==> config.mk <==
export PLATFORM = sky130hd
export DESIGN_NAME = slt_seq_compare
export DESIGN_NICKNAME = d
export VERILOG_FILES = /design/src/rtl/slt_seq_compare.sv
export SDC_FILE = /design/constraint.sdc
export NUM_CORES = 1
export LEC_CHECK = 0
export ABC_CLOCK_PERIOD_IN_PS = 3700
export CAP_MARGIN = 25
export CELL_PAD_IN_SITES_DETAIL_PLACEMENT = 1
export CELL_PAD_IN_SITES_GLOBAL_PLACEMENT = 1
export CORE_MARGIN = 5
export CORE_UTILIZATION = 25
export DETAILED_ROUTE_END_ITERATION = 7
export PLACE_DENSITY_LB_ADDON = 0.1
export SLEW_MARGIN = 40
export SYNTH_ARGS = -nofsm -noshare
export SYNTH_HDL_FRONTEND = slang
export SYNTH_SLANG_ARGS = --single-unit
export TNS_END_PERCENT = 5
==> constraint.sdc <==
create_clock -name clk -period 3.7 [get_ports clk]
set_clock_uncertainty 0.1 [all_clocks]
set_input_delay 0.74 -clock clk [delete_from_list [all_inputs] [get_ports clk]]
set_output_delay 0.74 -clock clk [all_outputs]
set_load 0.05 [all_outputs]
==> src/rtl/slt_seq_compare.sv <==
// slt_seq_compare: bit-serial SLT/SLTU comparator.
// Walks a borrow-ripple subtraction a - b one bit per cycle, LSB first, then
// derives the less-than bit from the msb difference and the borrows around
// the msb. The result is the lt bit zero-extended to 32 bits.
// Optional feature: define SLT_EQ_FLAG_EN to add the serially accumulated
// 'eq' output (all difference bits zero).
module slt_seq_compare #(
    parameter int WIDTH = 32
) (
    input  logic             clk,
    input  logic             rst_n,
    input  logic             start,
    input  logic             is_unsigned,
    input  logic [WIDTH-1:0] a,
    input  logic [WIDTH-1:0] b,
    output logic             busy,
    output logic             done,
    output logic             lt,
`ifdef SLT_EQ_FLAG_EN
    output logic             eq,
`endif
    output logic [31:0]      result
);

    localparam int CW = (WIDTH > 1) ? $clog2(WIDTH) : 1;

    typedef enum logic [1:0] {
        IDLE,
        RUN,
        FIN
    } state_t;

    state_t state, state_next;

    logic [WIDTH-1:0] a_q, b_q;
    logic             uns_q;
    logic             borrow_q;
    logic [CW-1:0]    cnt_q;
    logic             d_msb_q, bin_msb_q, bout_msb_q;
    logic             lt_q;

    logic a_bit, b_bit, d_bit, borrow_next, last_bit, lt_new;

`ifdef SLT_EQ_FLAG_EN
    logic eq_acc_q, eq_q;
`endif

    // One step of the serial subtractor plus the signed/unsigned lt decision.
    always_comb begin
        a_bit       = a_q[cnt_q];
        b_bit       = b_q[cnt_q];
        d_bit       = a_bit ^ b_bit ^ borrow_q;
        borrow_next = (~a_bit & b_bit) | (~(a_bit ^ b_bit) & borrow_q);
        last_bit    = (cnt_q == CW'(WIDTH - 1));
        // Signed: difference sign corrected by overflow (borrow in ^ borrow out of msb).
        lt_new      = uns_q ? bout_msb_q : (d_msb_q ^ bin_msb_q ^ bout_msb_q);
    end

    // State register.
    always_ff @(posedge clk or negedge rst_n) begin
        if (!rst_n) begin
            state <= IDLE;
        end else begin
            state <= state_next;
        end
    end

    // Next-state: IDLE waits for start, RUN walks WIDTH bits, FIN lasts one cycle.
    always_comb begin
        state_next = state;
        case (state)
            IDLE:    if (start) state_next = RUN;
            RUN:     if (last_bit) state_next = FIN;
            FIN:     state_next = IDLE;
            default: state_next = IDLE;
        endcase
    end

    // Operand capture, serial borrow chain, msb bookkeeping and held results.
    always_ff @(posedge clk or negedge rst_n) begin
        if (!rst_n) begin
            a_q        <= '0;
            b_q        <= '0;
            uns_q      <= 1'b0;
            borrow_q   <= 1'b0;
            cnt_q      <= '0;
            d_msb_q    <= 1'b0;
            bin_msb_q  <= 1'b0;
            bout_msb_q <= 1'b0;
            lt_q       <= 1'b0;
`ifdef SLT_EQ_FLAG_EN
            eq_acc_q   <= 1'b0;
            eq_q       <= 1'b0;
`endif
        end else begin
            case (state)
                IDLE: begin
                    if (start) begin
                        a_q      <= a;
                        b_q      <= b;
                        uns_q    <= is_unsigned;
                        borrow_q <= 1'b0;
                        cnt_q    <= '0;
`ifdef SLT_EQ_FLAG_EN
                        eq_acc_q <= 1'b1;
`endif
                    end
                end
                RUN: begin
                    borrow_q <= borrow_next;
                    cnt_q    <= cnt_q + CW'(1);
`ifdef SLT_EQ_FLAG_EN
                    eq_acc_q <= eq_acc_q & ~d_bit;
`endif
                    if (last_bit) begin
                        d_msb_q    <= d_bit;
                        bin_msb_q  <= borrow_q;
                        bout_msb_q <= borrow_next;
                    end
                end
                FIN: begin
                    lt_q <= lt_new;
`ifdef SLT_EQ_FLAG_EN
                    eq_q <= eq_acc_q;
`endif
                end
                default: ;
            endcase
        end
    end

    // Outputs: the fresh decision is presented during FIN alongside done,
    // and the held copy is shown at all other times.
    always_comb begin
        busy   = (state == RUN);
        done   = (state == FIN);
        lt     = done ? lt_new : lt_q;
        result = {31'b0, lt};
`ifdef SLT_EQ_FLAG_EN
        eq     = done ? eq_acc_q : eq_q;
`endif
    end

endmodule

==> results.yml, run 1 <==
logic_synthesis:
  yosysUniqueCellTypes: 34
  synth_flop_cell: "dfrtp_1"
  synthArstFlopShare_pct: 100
  ys_seq_elements: 77
  synth_top_cell_by_area: "dfrtp_1"
  synthMuxAreaShare_pct: 28.1
  syn_avg_cell_area_um2: 12.8
  synth_compound_area_share_pct: 5.08
  synth.area.top_cells: "dfrtp_1 50%, mux2_2 20%, mux2i_1 8.4%, buf_4 6.3%, a22oi_1 2.4%"
  yosys.area_share.simple_pct: 4.55
  synth_top_family_by_area: "multiplexers"
  synth_warnings: 0
  syn_inst: 298
  syn_area_um2: 3820
  synthAdderAreaFrac_pct: 1.18
  synthXorXnorAreaFrac_pct: 0.688
  yosysSeqAreaShare_pct: 50.4
  netlist.area_leader.share_pct: 50.4
  synth_edf_count: 0
clock_tree:
  post_cts_buffers: 0
  clkSinkCount: 77
  cts_root_buffer: "clkbuf_16"
  cts_resized: 0
  hold_buffers: 0
  htree_levels: 3
  clkLatencyLatePin_ns: 0.34
  cts_tree: "yes"
  cts_buffer_depth: 2
  numCtsBuffers: 9
  path_clk_slew_ns: 0.06
sta:
  slew_viol_final: 0
  setup_viol: 0
  hold_viol: 0
  timing.fmax_mhz: 330
  period_minus_slack_ns: 3.03
  worst_slew_pin_slew_ns: 0.636
  final.period_utilization_pct: 81.8
  timing.setup.tns_ns: 0
  rsz0062_at_grt: "no"
  slew_headroom_pct: 57.6
setup_path:
  reg2reg_depth: 8
  required_ns: 2.86
  crit_arrival_ns: 2.19
  startpoint_type: "flop"
  crit_chain: "nand2b_1, inv_1, clkdlybuf4s50_1"
  critPathKind: "reg2out"
  cpPeakStageDelay_ns: 0.85
  crit_fanout: 9
  critPathSlowestCell: "clkdlybuf4s50_1"
  end_kind: "output pin"
power_and_ir_drop:
  sequentialPowerShare_pct: 37.9
  clock_power_share_pct: 24.1
  p_sw_share_pct: 33.6
  ir_worst_vdd_v: 0.000233
  p_sw_uw: 1340
  internal-power_uw: 2640
  p_total_uw: 3980
  combPwrFrac_pct: 38.1
  power_density_nw_per_um2: 814
  p_leak_uw: 0.00207
global_routing:
  grt_max_degree: 78
  antenna_found_initial: 0
  grt_pass1_vias: 2610
  grt_busiest_layer: "met2"
  grt_pass1_wl_um: 14500
  overflow: 0
  grtUsageMet1_pct: 14.3
  met2_usage_pct: 16.0
  met3_usage_pct: 3.70
  grtUsageTotal_pct: 10.7
finish:
  layout-area-overhead-vs-synth_pct: 27.9
  antennaDiodeCount: 0
  nNetsFinal: 437
  drive_gt1_share_pct: 24.8
  regArea_um2: 1930
  final_cell_mix: "76 x dfrtp_1, 70 x clkdlybuf4s50_1, 67 x mux2_2, 32 x mux2i_1, 31 x conb_1"
  layout_commonest_cell: "dfrtp_1"
  multi_input_comb_area_um2: 1640
  fillers: 1629
detailed_routing:
  dr.pass1.iters: 4
  final_antenna_net_count: 0
  drt_first_iter_violations: 100
  wl_per_cell_um: 16.2
  routed_wirelength_um: 9080
  vias_per_cell: 4.25
  dr_total_vias: 2374
  drc: 0
run_status:
  outcome: "finished, final reports clean"
flow_run:
  cap_viol_max_count: 0
place:
  place.gp.congestion: 0.710
  dp_hpwl_um: 6610
  place.port_buffers: 71
die:
  core_um2: 15100
  die_w_um: 134
  initial_core_util_pct: 25.3
  placementRows: 45
  fp.dieH_um: 134
  fp.dieArea_um2: 17900
  ioPinCount: 103
worst_hold_path:
  hp-class: "in2async"
-- cells by family after synthesis --
family	after synthesis
other	1
flip-flops	77
multiplexers	99
AND/OR/NAND/NOR	34
buffers and inverters	52
adder cells (fa/ha/maj)	3
XOR/XNOR	3
AO/OA/AOI/OAI	29
-- area by class of cell --
type                    count  share of cell area, %
multi-input cells         199                   33.5
clock inverters             6                   1.77
clock buffers              10                   4.89
repair buffers             76                   15.4
flip-flops and latches     77                   39.5
well taps                 188                   4.81
inverters                   3                  0.230
-- critical path: cells and delay by family, from the launching register on --
family | cells | cell delay [ns]
flops | 1 | 0.39
simple gates | 1 | 0.31
buf+inv | 2 | 1.14
-- routing by layer --
layer | up-vias | part of all wire (%)
li1 | 1126 | -
met1 | 1169 | 48
met2 | 66 | 45
met3 | 13 | 5.3
met4 | 0 | 1.7
met5 | - | 0
-- power groups by stage --
stage	combinational, µW	clock [µW]	sequential (µW)
after detailed placement	1550	0	1530
final	1510	957	1510
after global placement	1550	0	1510
after floorplan	1250	0	1440
after CTS	1560	1000	1520
after global routing	1690	1030	1570
-- path summary, 6_finish.rpt --
kind                       startpoint        end  slack (ns)
max in group asynchronous       rst_n   cnt_q[1]        2.70
max reg2reg                  cnt_q[0]    d_msb_q        1.15
min in group clk            bin_msb_q  bin_msb_q        0.40
min reg2reg                 bin_msb_q  bin_msb_q        0.40
max                          state[1]       busy        0.67
min                             rst_n     a_q[9]        0.33
-- registers in the layout (all words and copies together), names as in the netlist --
register,count
a_q,32
b_q,32
bin_msb_q,1
borrow_q,1
bout_msb_q,1
cnt_q,5
d_msb_q,1
lt_q,1
state,2
uns_q,1
-- Yosys cell counts (all sizes together) (3+ instances only) --
| cell type | n |
|---|---|
| mux2 | 67 |
| a22oi | 12 |
| o21ai | 6 |
| dfrtp | 77 |
| nand2 | 15 |
| buf | 47 |
| nor2b | 4 |
| mux2i | 32 |
| nor2 | 5 |
| inv | 3 |
| a21oi | 3 |
-- through the flow --
step | worst slack, ns | hold WS, ns | instance area, µm² | util [%] | std cells
3_5_place_dp | 1.05 | 0.393 | 4560 | 30.2 | 543
6_report | 0.673 | 0.333 | 4890 | 32.4 | 559
3_3_place_gp | 1.08 | 0.383 | 4560 | 30.2 | 543
5_1_grt | 0.561 | 0.379 | 4890 | 32.4 | 559
4_1_cts | 0.671 | 0.376 | 4880 | 32.4 | 559
2_1_floorplan | 0.436 | 0.344 | 3930 | - | 328
Power figures use the tool's default switching activity.
==> run 2: changes to the inputs <==
--- a/config.mk
+++ b/config.mk
@@ -5,7 +5,7 @@
 export SDC_FILE = /design/constraint.sdc
 export NUM_CORES = 1
 export LEC_CHECK = 0
-export ABC_CLOCK_PERIOD_IN_PS = 3700
+export ABC_CLOCK_PERIOD_IN_PS = 2700
 export CAP_MARGIN = 25
 export CELL_PAD_IN_SITES_DETAIL_PLACEMENT = 1
 export CELL_PAD_IN_SITES_GLOBAL_PLACEMENT = 1
==> constraint.sdc (replaced) <==
create_clock -name clk -period 2.7 [get_ports clk]
set_clock_uncertainty 0.1 [all_clocks]
set_input_delay 0.54 -clock clk [delete_from_list [all_inputs] [get_ports clk]]
set_output_delay 0.54 -clock clk [all_outputs]
set_load 0.05 [all_outputs]
==> run 2 against run 1 <==
- register-to-register slack got worse by 0.88 ns
- routed wire length is 2.2% higher
- largest power group unchanged
- total power is 34% higher
- non-clock buffer count grew 3
- highest routed layer unchanged
- die area unchanged
- sequential power increased by 41%
- clock-buffer cell count grew 4
- via count rose by 0.67%
- cell area fell by 0.13%
- largest cell class unchanged
- clock power up 18%
==> results.yml, run 2 (synthesis gave the netlist of run 1 again) <==
run_status:
  outcome: "finished, final reports clean"
global_routing:
  grt_max_degree: 72
  grt_pass1_vias: 2737
  antenna_found_initial: 0
  grtUsageTotal_pct: 11.0
  grt_pass1_wl_um: 15100
  overflow: 0
setup_path:
  critical_path.top_delay_family: "flip-flops"
  startpoint_type: "flop"
  critPathSlowestCell: "dfrtp_2"
  crit_fanout: 27
  critPathKind: "reg2reg"
  path_buf_inv: 1
  crit_chain: "buf_12, mux2i_1, a22o_1, nor4_2, a31oi_1, and3_1, fa_1, mux2_2"
  crit_arrival_ns: 2.55
  required_ns: 2.82
  reg2reg_depth: 8
  cpPeakStageDelay_ns: 0.46
  end_kind: "flop"
  cp.depth: 8
finish:
  layout-area-overhead-vs-synth_pct: 27.8
  top_regs: "a_q: 32 flops, b_q: 32 flops, cnt_q: 5 flops"
  utilization_pct: 32.3
  final_cell_mix: "76 x dfrtp_1, 67 x mux2_2, 67 x clkdlybuf4s50_1, 32 x mux2i_1, 31 x conb_1"
  drive_gt1_share_pct: 26.0
  nNetsFinal: 440
  layout_commonest_cell: "dfrtp_1"
  antennaDiodeCount: 0
die:
  fp.dieArea_um2: 17900
  fp.dieH_um: 134
  core_um2: 15100
  initial_core_util_pct: 25.3
  die_w_um: 134
  ioPinCount: 103
  placementRows: 45
power_and_ir_drop:
  p_leak_uw: 0.00207
  power_density_nw_per_um2: 1090
  ir_worst_vdd_v: 0.000472
detailed_routing:
  routed_wirelength_um: 9280
  dr_total_vias: 2390
  final_antenna_net_count: 0
  vias_per_cell: 4.26
  wl_per_cell_um: 16.5
  drc: 0
  drt_first_iter_violations: 74
  dr.pass1.iters: 4
sta:
  slew_headroom_pct: 62.4
  setup_ws_ns: 0.265
  timing.fmax_mhz: 411
  timing.setup.tns_ns: 0
  hold_viol: 0
  rsz0062_at_grt: "no"
  final.period_utilization_pct: 90.2
  setup_viol: 0
  worst_slew_pin_slew_ns: 0.565
  slew_viol_final: 0
  period_minus_slack_ns: 2.43
  holdWs_ns: 0.0892
place:
  place.port_buffers: 71
  dp_hpwl_um: 6790
  place.gp.congestion: 0.695
  pre_cts_slack_ns: 0.241
clock_tree:
  clkLatencyLatePin_ns: 0.34
  path_clk_slew_ns: 0.06
  cts_buffer_depth: 2
  numCtsBuffers: 9
  cts_root_buffer: "clkbuf_16"
  cts_tree: "yes"
  htree_levels: 3
  post_cts_buffers: 0
  cts_resized: 0
  hold_buffers: 0
  clkSinkCount: 77
flow_run:
  cap_viol_max_count: 0
worst_hold_path:
  hp-class: "in2async"
-- run 2: cell count changes in the layout (fill, tap and decap cells not counted), moves of 2 or more --
cell             delta
buf_12              +2
buf_4               +5
bufinv_16           -2
clkbuf_1            +2
clkdlybuf4s50_1     -3
-- run 2: layout make-up --
| type | instances | area [µm²] |
|---|---|---|
| Fill cell | 1654 | 10200 |
| Clock buffer | 14 | 274 |
| Clock inverter | 1 | 5.00 |
| Timing Repair Buffer | 79 | 786 |
| Inverter | 3 | 11.3 |
| Sequential cell | 77 | 1930 |
| Multi-Input combinational cell | 199 | 1640 |
| Tap cell | 188 | 235 |
-- run 2: path summary, 6_finish.rpt --
kind                                from      end  slack [ns]
worst max-delay path            cnt_q[1]  d_msb_q        0.27
worst min-delay path               rst_n    uns_q        0.09
worst max register to register  cnt_q[1]  d_msb_q        0.27
worst min register to register    b_q[4]   b_q[4]        0.40
max in group asynchronous          rst_n   b_q[7]        1.68
min in group clk                  b_q[4]   b_q[4]        0.40
-- run 2: per-stage QoR --
stage / power, µW / cells / area, µm²
finish: 5330 / 561 / 4880
global route: 5750 / 561 / 4880
CTS: 5470 / 561 / 4880
detailed placement: 4300 / 546 / 4600
global placement: 4240 / 546 / 4600
floorplan: 3690 / 328 / 3940
-- run 2: layer usage --
layer / track usage [%] / vias up / part of all wire [%] / wire (µm)
met5: 0 / - / 0 / 0
met4: 2.74 / 0 / 1.1 / 105
met3: 4.53 / 8 / 5.5 / 507
met2: 17.2 / 66 / 47 / 4370
met1: 14.2 / 1180 / 46 / 4300
li1: - / 1136 / - / -
-- run 2: worst register-to-register path: stages, from the launching register on --
cell	delay, ns
dfrtp_2	0.46
buf_12	0.20
mux2i_1	0.15
a22o_1	0.24
nor4_2	0.23
a31oi_1	0.07
and3_1	0.16
fa_1	0.43
mux2_2	0.27
-- run 2: where the power goes --
group / internal (µW) / switching [µW] / leakage, µW
clock network: 691 / 437 / 0.000139
registers: 1740 / 396 / 0.000903
logic: 1100 / 974 / 0.00103
==> edit (settings of run 1) <==
Set the parameter `WIDTH` to 64 (it was 32).
--- a/src/rtl/slt_seq_compare.sv
+++ b/src/rtl/slt_seq_compare.sv
@@ -5,7 +5,7 @@
 // Optional feature: define SLT_EQ_FLAG_EN to add the serially accumulated
 // 'eq' output (all difference bits zero).
 module slt_seq_compare #(
-    parameter int WIDTH = 32
+    parameter int WIDTH = 64
 ) (
     input  logic             clk,
     input  logic             rst_n,
Ports: changed (resized a and b); port bits go from 103 to 167. The function was not compared with the original's and may differ.
==> edit against run 1 <==
  * Sequential cell count rose by 65
  * Synthesized cell count grew 140%
  * First-iteration DRC count is 120% higher
  * Synthesized area increased by 78%
  * Cell area increased by 84%
  * Cell count is 110% higher
  * Largest power group unchanged
  * Sequential share of layout area barely moved
  * Wire length rose by 110%
  * Count of clock-buffer cells in the layout increased by 8
  * Power is 47% higher
  * Setup slack worse by 0.18 ns
  * Maximum frequency is 5.6% lower
  * Register-to-register slack got worse by 0.59 ns
==> edit: results (changes against run 1) <==
* Place WS at 0.540 ns (-0.514 ns)
* Largest stage delay on the critical path at 0.87 ns (+0.02 ns)
* Post-Synth Adder-Cell Area at 0.478% (-0.70 points)
* Distinct cells, synth at 46 (+35%)
* Final #Nets at 981 (+120%)
* P_clk at 1720 uW (+80%)
* Crit Path Max Fanout at 7 (-2)
* Worst Path Arrival at 2.37 ns (+0.18 ns)
* # port buffers at 135 (+90%)
* Most frequent cells after synthesis: nand2_1 (400), dfrtp_1 (142), buf_4 (35), clkbuf_1 (32), mux4_2 (26)
* Leak at 0.00429 uW (+110%)
* Compound-Gate Fraction of Synth Area at 3.50% (-1.6 points)
* Routed WL per cell at 16.1 um (-1.2%)
* Via/cell ratio at 4.31 (+1.6%)
* Post-synthesis sequential area ratio at 52.3% (+1.8 points)
* Largest net degree at the start of global routing at 83 (+6.4%)
* Slew @ Worst Pin at 0.778 ns (+0.142 ns)
* Internal at 3940 uW (+49%)
* Worst vdd rail ir drop at 0.000276 V (+18%)
* Metal3 WL at 785 um (+64%)
* Vias in the first global route at 5,856 (+120%)
* Seq power at 2400 uW (+59%)
* CTS Buf Count at 17 (+8)
* Total GRT Usage at 12.9% (+2.2 points)
* First-pass GRT wire length at 31,300 um (+120%)
* Largest regs: a_q: 64 flops, b_q: 64 flops, cnt_q: 6 flops
* Worst-Skew Late Latency at 0.42 ns (+0.08 ns)
* DRC violation total after the first TritonRoute iteration at 216 (+120%)
* Post-Place Cells at 1,169 (+120%)
* Vias at 5,182 (+120%)
* Status: complete, no violations
* Most common cell in the netlist: nand2_1
* Total power at 5850 uW (+47%)
* Met1 wire length at 8940 um (+110%)
* Post-placement cell area at 8410 sq um (+84%)
* Post-synthesis area per instance at 9.35 sq um (-27%)
* Largest cells by area after synthesis: dfrtp_1 (52%), nand2_1 (22%), mux4_2 (8.6%)
* DP Wirelength at 14,100 um (+110%)
* H-tree Lvls at 4 (+1)
* Share of cells above drive strength 1 at 9.77% (-15 points)
* RD Place Congestion at 0.749 (+5.5%)
* Synth Area in XOR/XNOR at 0.258% (-0.43 points)
* M2 GR Usage at 21.8% (+5.9 points)
* Post-synthesis mux area share at 12.4% (-16 points)
* GR Util met1 at 16.8% (+2.5 points)
-- edit: cell count changes in the layout (fill, tap and decap cells not counted), moves of 12 or more --
cell                    run 1  this run
nand2_1                    15       399
clkdlybuf4s50_1            70       134
dfrtp_1                    76       140
mux2_2                     67         4
mux4_2                      0        26
mux2i_1                    32        11
a22oi_1                    12         0
-- edit: final cells by class --
class / instances / area [sq um]
fill: 3081 / 17900
multi-input combinational: 536 / 2930
timing repair buffer: 146 / 1490
tap: 341 / 427
clock inverter: 14 / 158
sequential: 142 / 3560
inverter: 4 / 15.0
clock buffer: 18 / 439
-- edit: path summary, 6_finish.rpt --
kind / start / depth (start not counted) / to / slack (ns)
setup / recovery: state[1] / 4 / result[0] / 0.49
hold / removal: rst_n / 1 / b_q[5] / 0.25
setup reg to reg: cnt_q[0] / 8 / d_msb_q / 0.56
hold reg to reg: a_q[11] / 2 / a_q[11] / 0.37
max in group asynchronous: rst_n / 2 / cnt_q[2] / 2.42
min in group clk: a_q[11] / 2 / a_q[11] / 0.37
